===== src/rtl/mips_defs_pkg.sv =====
// Shared MIPS decode constants, ALU codes, fetch FSM encoding and control bundle.
package mips_defs_pkg;

    localparam int unsigned INSTR_W = 32;
    localparam int unsigned OP_W    = 6;
    localparam int unsigned FN_W    = 6;
    localparam int unsigned ALU_W   = 3;

    localparam logic [OP_W-1:0] OP_RTYPE = 6'b000000;
    localparam logic [OP_W-1:0] OP_LW    = 6'b100011;
    localparam logic [OP_W-1:0] OP_SW    = 6'b101011;
    localparam logic [OP_W-1:0] OP_BEQ   = 6'b000100;
    localparam logic [OP_W-1:0] OP_ADDI  = 6'b001000;
    localparam logic [OP_W-1:0] OP_J     = 6'b000010;

    localparam logic [FN_W-1:0] FN_ADD = 6'b100000;
    localparam logic [FN_W-1:0] FN_SUB = 6'b100010;
    localparam logic [FN_W-1:0] FN_AND = 6'b100100;
    localparam logic [FN_W-1:0] FN_OR  = 6'b100101;
    localparam logic [FN_W-1:0] FN_SLT = 6'b101010;

    localparam logic [ALU_W-1:0] ALU_AND = 3'b000;
    localparam logic [ALU_W-1:0] ALU_OR  = 3'b001;
    localparam logic [ALU_W-1:0] ALU_ADD = 3'b010;
    localparam logic [ALU_W-1:0] ALU_SUB = 3'b110;
    localparam logic [ALU_W-1:0] ALU_SLT = 3'b111;

    typedef enum logic [1:0] {
        ST_BOOT = 2'd0,
        ST_RUN  = 2'd1,
        ST_HOLD = 2'd2
    } fetch_state_e;

    typedef struct packed {
        logic             reg_dst;
        logic             branch;
        logic             mem_read;
        logic             mem_to_reg;
        logic             mem_write;
        logic             alu_src;
        logic             reg_write;
        logic             jump;
        logic [ALU_W-1:0] alu_ctrl;
        logic             illegal;
    } ctrl_t;

    // ALU operation for a legal R-type funct field
    function automatic logic [ALU_W-1:0] funct_alu(input logic [FN_W-1:0] funct);
        logic [ALU_W-1:0] alu;
        alu = ALU_AND;
        case (funct)
            FN_ADD:  alu = ALU_ADD;
            FN_SUB:  alu = ALU_SUB;
            FN_OR:   alu = ALU_OR;
            FN_SLT:  alu = ALU_SLT;
            default: alu = ALU_AND;
        endcase
        return alu;
    endfunction

endpackage


===== src/rtl/if_id_pipe_main_decoder.sv =====
// Combinational main decoder: opcode/funct of the IF/ID word to datapath controls.
module main_decoder
    import mips_defs_pkg::*;
(
    input  logic             valid_i,
    input  logic [OP_W-1:0]  op_i,
    input  logic [FN_W-1:0]  funct_i,
    output logic             reg_dst_o,
    output logic             branch_o,
    output logic             mem_read_o,
    output logic             mem_to_reg_o,
    output logic             mem_write_o,
    output logic             alu_src_o,
    output logic             reg_write_o,
    output logic             jump_o,
    output logic [ALU_W-1:0] alu_ctrl_o,
    output logic             illegal_o
);

    ctrl_t ctrl_c;

    // Decode table; an empty IF/ID slot yields all-zero controls
    always_comb begin
        ctrl_c = '0;
        if (valid_i) begin
            case (op_i)
                OP_RTYPE: begin
                    case (funct_i)
                        FN_ADD, FN_SUB, FN_AND, FN_OR, FN_SLT: begin
                            ctrl_c.reg_dst   = 1'b1;
                            ctrl_c.reg_write = 1'b1;
                            ctrl_c.alu_ctrl  = funct_alu(funct_i);
                        end
                        default: ctrl_c.illegal = 1'b1;
                    endcase
                end
                OP_LW: begin
                    ctrl_c.mem_read   = 1'b1;
                    ctrl_c.mem_to_reg = 1'b1;
                    ctrl_c.alu_src    = 1'b1;
                    ctrl_c.reg_write  = 1'b1;
                    ctrl_c.alu_ctrl   = ALU_ADD;
                end
                OP_SW: begin
                    ctrl_c.mem_write = 1'b1;
                    ctrl_c.alu_src   = 1'b1;
                    ctrl_c.alu_ctrl  = ALU_ADD;
                end
                OP_BEQ: begin
                    ctrl_c.branch   = 1'b1;
                    ctrl_c.alu_ctrl = ALU_SUB;
                end
                OP_ADDI: begin
                    ctrl_c.alu_src   = 1'b1;
                    ctrl_c.reg_write = 1'b1;
                    ctrl_c.alu_ctrl  = ALU_ADD;
                end
                OP_J:    ctrl_c.jump    = 1'b1;
                default: ctrl_c.illegal = 1'b1;
            endcase
        end
    end

    assign reg_dst_o    = ctrl_c.reg_dst;
    assign branch_o     = ctrl_c.branch;
    assign mem_read_o   = ctrl_c.mem_read;
    assign mem_to_reg_o = ctrl_c.mem_to_reg;
    assign mem_write_o  = ctrl_c.mem_write;
    assign alu_src_o    = ctrl_c.alu_src;
    assign reg_write_o  = ctrl_c.reg_write;
    assign jump_o       = ctrl_c.jump;
    assign alu_ctrl_o   = ctrl_c.alu_ctrl;
    assign illegal_o    = ctrl_c.illegal;

endmodule


===== src/rtl/if_id_pipe.sv =====
// Instruction fetch stage with PC, fetch FSM, stall/redirect handling and IF/ID register.
module if_id_pipe
    import mips_defs_pkg::*;
#(
    parameter int unsigned       ADDR_W   = 32,
    parameter logic [ADDR_W-1:0] RESET_PC = '0,
    parameter int unsigned       CNT_W    = 32
) (
    input  logic               clk,
    input  logic               rst,
    input  logic               step_en,
    input  logic               stall_i,
    input  logic               redirect_i,
    input  logic [ADDR_W-1:0]  redirect_pc_i,
    output logic               imem_en_o,
    output logic [ADDR_W-3:0]  imem_addr_o,
    input  logic [INSTR_W-1:0] imem_rdata_i,
    output logic               id_valid_o,
    output logic [ADDR_W-1:0]  id_pc_o,
    output logic [INSTR_W-1:0] id_instr_o,
    output logic               reg_dst_o,
    output logic               branch_o,
    output logic               mem_read_o,
    output logic               mem_to_reg_o,
    output logic               mem_write_o,
    output logic               alu_src_o,
    output logic               reg_write_o,
    output logic               jump_o,
    output logic [ALU_W-1:0]   alu_ctrl_o,
    output logic               illegal_o,
    output logic               misalign_o,
    output logic [CNT_W-1:0]   inst_cnt_o
);

    fetch_state_e       state_q;
    logic [ADDR_W-1:0]  pc_q, pc_d;
    logic [ADDR_W-1:0]  fetch_pc_q;
    logic               fetch_live_q;
    logic               rvalid_q;
    logic               hold_full_q;
    logic [INSTR_W-1:0] hold_word_q;
    logic               id_valid_q;
    logic [ADDR_W-1:0]  id_pc_q;
    logic [INSTR_W-1:0] id_instr_q;
    logic [CNT_W-1:0]   cnt_q;
    logic               misalign_q;

    logic               advance_c;
    logic               redir_c;
    logic               fetch_c;
    logic [INSTR_W-1:0] cap_word_c;

    assign advance_c = step_en & ~stall_i;
    assign redir_c   = step_en & redirect_i;
    // A redirect cycle only loads the PC; the new target is fetched on the following advance
    assign fetch_c   = rst & advance_c & ~redirect_i;
    // Word returned while IF/ID was held is parked so it is never re-read from memory
    assign cap_word_c = hold_full_q ? hold_word_q : imem_rdata_i;

    // Next PC: aligned redirect target, sequential increment, or hold
    always_comb begin
        pc_d = pc_q;
        if (redir_c) begin
            pc_d = {redirect_pc_i[ADDR_W-1:2], 2'b00};
        end else if (fetch_c) begin
            pc_d = pc_q + ADDR_W'(4);
        end
    end

    // Fetch FSM, in-flight tracking, held-word buffer and IF/ID register
    always_ff @(posedge clk or negedge rst) begin
        if (!rst) begin
            state_q      <= ST_BOOT;
            pc_q         <= RESET_PC;
            fetch_pc_q   <= '0;
            fetch_live_q <= 1'b0;
            rvalid_q     <= 1'b0;
            hold_full_q  <= 1'b0;
            hold_word_q  <= '0;
            id_valid_q   <= 1'b0;
            id_pc_q      <= '0;
            id_instr_q   <= '0;
            cnt_q        <= '0;
            misalign_q   <= 1'b0;
        end else begin
            pc_q       <= pc_d;
            rvalid_q   <= fetch_c;
            misalign_q <= redir_c & (|redirect_pc_i[1:0]);
            if (redir_c) begin
                fetch_live_q <= 1'b0;
                hold_full_q  <= 1'b0;
                id_valid_q   <= 1'b0;
                state_q      <= ST_RUN;
            end else begin
                if (advance_c) begin
                    id_valid_q <= fetch_live_q;
                    if (fetch_live_q) begin
                        id_pc_q    <= fetch_pc_q;
                        id_instr_q <= cap_word_c;
                        cnt_q      <= cnt_q + CNT_W'(1);
                    end
                    fetch_pc_q   <= pc_q;
                    fetch_live_q <= 1'b1;
                    hold_full_q  <= 1'b0;
                end else if (rvalid_q) begin
                    hold_word_q <= imem_rdata_i;
                    hold_full_q <= 1'b1;
                end
                case (state_q)
                    ST_BOOT: if (advance_c) state_q <= ST_RUN;
                    ST_RUN:  if (step_en && stall_i) state_q <= ST_HOLD;
                    ST_HOLD: if (!stall_i) state_q <= ST_RUN;
                    default: state_q <= ST_BOOT;
                endcase
            end
        end
    end

    assign imem_en_o   = fetch_c;
    assign imem_addr_o = pc_q[ADDR_W-1:2];
    assign id_valid_o  = id_valid_q;
    assign id_pc_o     = id_pc_q;
    assign id_instr_o  = id_instr_q;
    assign misalign_o  = misalign_q;
    assign inst_cnt_o  = cnt_q;

    main_decoder u_dec (
        .valid_i      (id_valid_q),
        .op_i         (id_instr_q[31:26]),
        .funct_i      (id_instr_q[5:0]),
        .reg_dst_o    (reg_dst_o),
        .branch_o     (branch_o),
        .mem_read_o   (mem_read_o),
        .mem_to_reg_o (mem_to_reg_o),
        .mem_write_o  (mem_write_o),
        .alu_src_o    (alu_src_o),
        .reg_write_o  (reg_write_o),
        .jump_o       (jump_o),
        .alu_ctrl_o   (alu_ctrl_o),
        .illegal_o    (illegal_o)
    );

endmodule

===== config.mk =====
export PLATFORM = sky130hd
export DESIGN_NAME = if_id_pipe
export DESIGN_NICKNAME = d
export VERILOG_FILES = /design/src/rtl/mips_defs_pkg.sv /design/src/rtl/if_id_pipe_main_decoder.sv /design/src/rtl/if_id_pipe.sv
export SDC_FILE = /design/constraint.sdc
export NUM_CORES = 1
export LEC_CHECK = 0
export BUFFER_PORTS_ARGS = -buffer_cell sky130_fd_sc_hd__buf_2
export CORE_MARGIN = 2
export CORE_UTILIZATION = 58
export CTS_CLUSTER_SIZE = 30
export DETAILED_ROUTE_END_ITERATION = 8
export GPL_TIMING_DRIVEN = 0
export PLACE_DENSITY_LB_ADDON = 0.1
export SYNTH_ARGS = -nofsm -noshare
export SYNTH_HDL_FRONTEND = slang
export SYNTH_SLANG_ARGS = --single-unit

===== constraint.sdc =====
create_clock -name clk -period 4.3 [get_ports clk]
set_clock_uncertainty 0.15 [all_clocks]
set_input_delay 1.075 -clock clk [delete_from_list [all_inputs] [get_ports clk]]
set_output_delay 1.075 -clock clk [all_outputs]
set_load 0.1 [all_outputs]

# After elaboration in Yosys (flattened, before gate mapping)
# Cells that the tools add are included.
# totals
inputBits	69
out_inout_bits	141
reg_bits	197
# op_classes
add_sub_neg	2
n_reduce_logical	12
n_bitwise	9
n_eq_ne	10
muxes	24
# op_table
cell	n
$mux W32	3
$eq A6 B6 Y1 const B	7
$add A32 B1 Y32 const B	1
$add A32 B3 Y32 const B	1
$mux W1	14
$mux W12	1
$pmux W3 S4	1
$reduce_or A5 Y1	2
$pmux W3 S3	1
$eq A6 B2 Y1 const B	1
$eq A6 B3 Y1 const B	1
$eq A6 B4 Y1 const B	1
$logic_not A6 Y1	1
$reduce_and A3 Y1	2
$and A1 B1 Y1	5
$not A1 Y1	4
$pmux W1 S2	2
$reduce_bool A2 Y1	2
$reduce_or A2 Y1	2
$mux W3	1
$reduce_bool A3 Y1	1
$reduce_or A3 Y1	1
$mux W2	1
$reduce_and A2 Y1	1

# Longest topological paths before layout
# depth
depth_word	6
mapped_depth	7
ltp_nobuf	6

# Modules after synthesis
# From an unflattened synthesis, not the netlist that was laid out.
# unflattened
hier_cells	771
area_unflattened_um2	8526.9
# by_module_without_submodules
module	cells_each	n_inst	area_each_um2	seq_area_each_um2
if_id_pipe	730	1	8226.6	4779.6
main_decoder	41	1	300.3	0.0

# Worst setup path before layout
# Ideal clock, no wire load.
# synth_path
kind	reg2out
start	register id_instr_q[5] (netlist: id_instr_o[5])
end	output port alu_ctrl_o[0]
t_arrival_ns	4.845
n_path_buf	0
setup_slack_ns	-1.770
stages_incl_launch_ff	5
required_time_ns	3.075
cell_sequence	dfrtp_1 nand2b_1 a2111oi_0 and3_1 nor3b_1
# synth_between
elab_chain_len	5
elab_cells_between_ends	10
# synth_rtl
element	line_no	text
start, declared	if_id_pipe.sv:44	logic [INSTR_W-1:0] id_instr_q;
start signal, assigned	if_id_pipe.sv:99	id_instr_q <= cap_word_c;
$eq A6 B6 Y1 (on tied branches)	mips_defs_pkg.sv:51, if_id_pipe_main_decoder.sv:28	
$pmux W3 S4 or $reduce_or A5 Y1 (tied branches)	mips_defs_pkg.sv:51, if_id_pipe_main_decoder.sv:28	
$mux W3 *	if_id_pipe_main_decoder.sv:28	case (funct_i)
$pmux W3 S3 *	if_id_pipe_main_decoder.sv:26	case (op_i)
$mux W12 *	if_id_pipe_main_decoder.sv:25	if (valid_i) begin
end, declared	if_id_pipe.sv:29	output logic [ALU_W-1:0] alu_ctrl_o,
# Every way passes the cells marked *; elsewhere a longest branch is shown, timed or not.

# Worst setup path in the final report
# layout_path
start	input port rst
end	output port imem_en_o
# layout_between
elab_chain_len	2
# layout_rtl
element	line_no	text
start, declared	if_id_pipe.sv:10	input logic rst,
$and A1 B1 Y1 (2 in a row)	if_id_pipe.sv:56	assign fetch_c = rst & advance_c & ~redirect_i;
end, declared	if_id_pipe.sv:15	output logic imem_en_o,
# No other way between the ends.

==> results.ini <==
[worst_setup_path]
arrival_ps=2800
reg2regPathDepth=6
r2r_start=inst_cnt_o[2]
reg2reg_to=inst_cnt_o[25]
r2r_setup_slack_ps=2010
cp-start-kind=primary input
critPathMostFrequentCell=buf_2
end_kind=output port
crit_type=in2out
path_cells=buf_12 -> buf_16 -> and3b_1 -> buf_2 -> nor2b_1 -> buf_2
cp_max_fo=92
cpPeakStageDelay_ps=460
cpMaxStageDelayCell=buf_2
crit_required_ps=3070

[final_layout]
finalInstanceArea_um2=10400
final_common_cell=buf_2
layout-area-overhead-vs-synth_pct=23.3
fin_cells=1208
drive_gt1_frac=0.313
fin_nets=1082
layout_common_cells=buf_2 (208), dfrtp_1 (191), nand2_1 (125)

[sta]
setup_violations=0
final.period_utilization=0.937
tightest_slew_ps=778
rsz0062_at_grt=false
drv_slew=0
fin_crit_ps=4030
slew_headroom=0.468
finalHoldViolations=0
max_clock_freq_ghz=0.248

[clocking]
clkSinkCount=191
insertion_delay_ps=430
cts-buffers-inserted=17
post_cts_buffers=0
cts_hold_buf=0
cts_tree=built
path_clk_slew_ps=70
clockBufferDepth=2
cts_root_buf=clkbuf_16
cts_max_level=4

[logic_synthesis]
ys_seq_area_frac=0.568
synth_cell_types=47
synthMuxAreaShare=0.122
avgSynthCellArea_um2=10.8
synth_adder_area_share=0.00297
synth_xor_area_frac=0.0583
synth_compound_area_frac=0.0511
synth_seq_cells=191
synth-simple-area-share=0.175
ys.flop_type=dfrtp_1
synth_area_um2=8420
ys_async_sr_fraction=1.00
yosysWarnings=0
synthCells=782
synth_edf_count=0
synth_top_family_by_area=simple AND/OR/NAND/NOR gates

[grt]
grt_max_degree=104
grt.overflow.total=0
antenna_found_initial=0
grt_pass1_wl_mm=31.8
grt_pass1_vias=6394
grt.total_usage=0.255

[floorplan]
die-height_um=124
ios=210
start_util=0.586
die_w_um=124
core_um2=14400
row_count=44
die_area_um2=15500

[route]
route.vias.total=6527
drtIter0Drc=382
drt_wl_total_mm=19.4
drtPass1Iterations=4
postRouteAntennaNets=0
route.detailed.drc=0
drt-vias-per-instance=5.40
wl_per_cell_um=16.1

[placed_design]
gp_congestion=0.831
post-dp-hpwl_mm=13.7
post-place-cells=1175
port_buffers=207
dpl-instance-area_um2=9740

[job]
drv_cap=0

[worst_hold_path]
hold_path_class=reg2reg
hp-start=fetch_pc_q[24]
whs_endpoint=id_pc_o[24]
holdPathStages=2

[status]
outcome=complete, no violations

[power_and_ir_drop]
powerDensity_nw_per_um2=657
p_leak_nw=4.90
ir_worst_vdd_uv=544

-- synthesized netlist by cell type, drive strengths merged (2+ instances only) --
| library cell | count | area, µm² |
|---|---|---|
| or4 | 3 | 22.5 |
| o21ai | 5 | 25.0 |
| nor3 | 8 | 40.0 |
| nand4b | 2 | 17.5 |
| clkbuf | 27 | 101 |
| buf | 12 | 62.6 |
| mux2 | 62 | 698 |
| a21oi | 62 | 310 |
| and2 | 4 | 25.0 |
| nand3 | 24 | 133 |
| o31ai | 2 | 15.0 |
| inv | 7 | 26.3 |
| nor4 | 11 | 81.3 |
| xnor2 | 37 | 324 |
| nor4bb | 2 | 20.0 |
| xor2 | 19 | 166 |
| nand4 | 14 | 87.6 |
| mux2i | 33 | 330 |
| a31oi | 5 | 31.3 |
| or2 | 2 | 12.5 |
| nor2 | 79 | 297 |
| and4 | 7 | 63.8 |
| nor2b | 3 | 18.8 |
| dfrtp | 191 | 4780 |
| nand2 | 127 | 487 |
| and3 | 16 | 100 |
| nand2b | 4 | 25.0 |
| ha | 2 | 25.0 |
-- cell type report --
class	instances	area, µm²
fillers	1070	3990
clock buffers	18	439
well taps	184	230
clock inverters	13	165
inverters	7	26.3
flip-flops and latches	191	4780
multi-input cells	546	3470
diodes	1	2.50
repair buffers	209	1100
plain buffers	39	164
-- power by group --
| part | total, mW | switching, mW | internal (mW) |
|---|---|---|---|
| Sequential | 2.47 | 0.282 | 2.19 |
| Clock | 1.61 | 0.684 | 0.929 |
| Combinational | 2.74 | 2.25 | 0.494 |
| Total | 6.82 | 3.21 | 3.61 |
-- worst max-delay path: cells and delay by family --
family	cells	cell delay [ps]
and+or+nand+nor	2	370
buffers and inverters	4	1290
-- cell families (layout without fill, tap and decap cells) --
kind of cell | Yosys count | in the layout
and+or+nand+nor | 311 | 311
DFF | 191 | 191
muxes | 95 | 95
AOI/OAI and AO/OA | 80 | 80
xor gates and xnor gates | 56 | 56
buffers and inverters | 46 | 286
adders and majority gates | 2 | 2
other | 1 | 3
-- stage by stage --
step	power, mW	setup WS [ps]	utilization	hold slack [ps]	TNS [ps]
5_1_grt	7.09	40.0	0.722	340	0
3_5_place_dp	5.24	-149	0.678	301	-149
4_1_cts	6.85	0.767	0.721	315	0
2_1_floorplan	4.73	-850	-	285	-850
3_3_place_gp	5.20	-2520	0.676	297	-269010
6_report	6.82	272	0.722	312	0
-- timing repair --
item | CTS | global route
gates cloned | 0 | 1
setup endpoints to repair | 1 | 1
resized for setup | 1 | 0
-- how the worst max path moves through the flow --
stage             startpoint            end  slack, ps  cells past startpoint
3_3_place_gp             rst      imem_en_o      -2520                      5
4_1_cts                  rst      imem_en_o        0.8                      6
5_1_grt                  rst      imem_en_o         40                      6
2_1_floorplan  id_instr_o[5]  alu_ctrl_o[0]       -850                      4
3_5_place_dp             rst      imem_en_o       -150                      6
6_report                 rst      imem_en_o        270                      6
-- layer usage --
| layer | GRT usage | routed length [µm] |
|---|---|---|
| met1 | 0.349 | 8660 |
| met2 | 0.413 | 9400 |
| met3 | 0.0528 | 1150 |
| met4 | 0.0793 | 217 |
| met5 | 0 | 0 |
-- flip-flops by register name, indices dropped and copies added (netlist names) --
| name | cells |
|---|---|
| fetch_pc_q | 30 |
| id_valid_o | 1 |
| misalign_o | 1 |
| pc_q | 30 |
| inst_cnt_o | 32 |
| rvalid_q | 1 |
| hold_word_q | 32 |
| fetch_live_q | 1 |
| id_pc_o | 30 |
| hold_full_q | 1 |
| id_instr_o | 32 |
No activity file was read; power rests on OpenSTA's default activity.
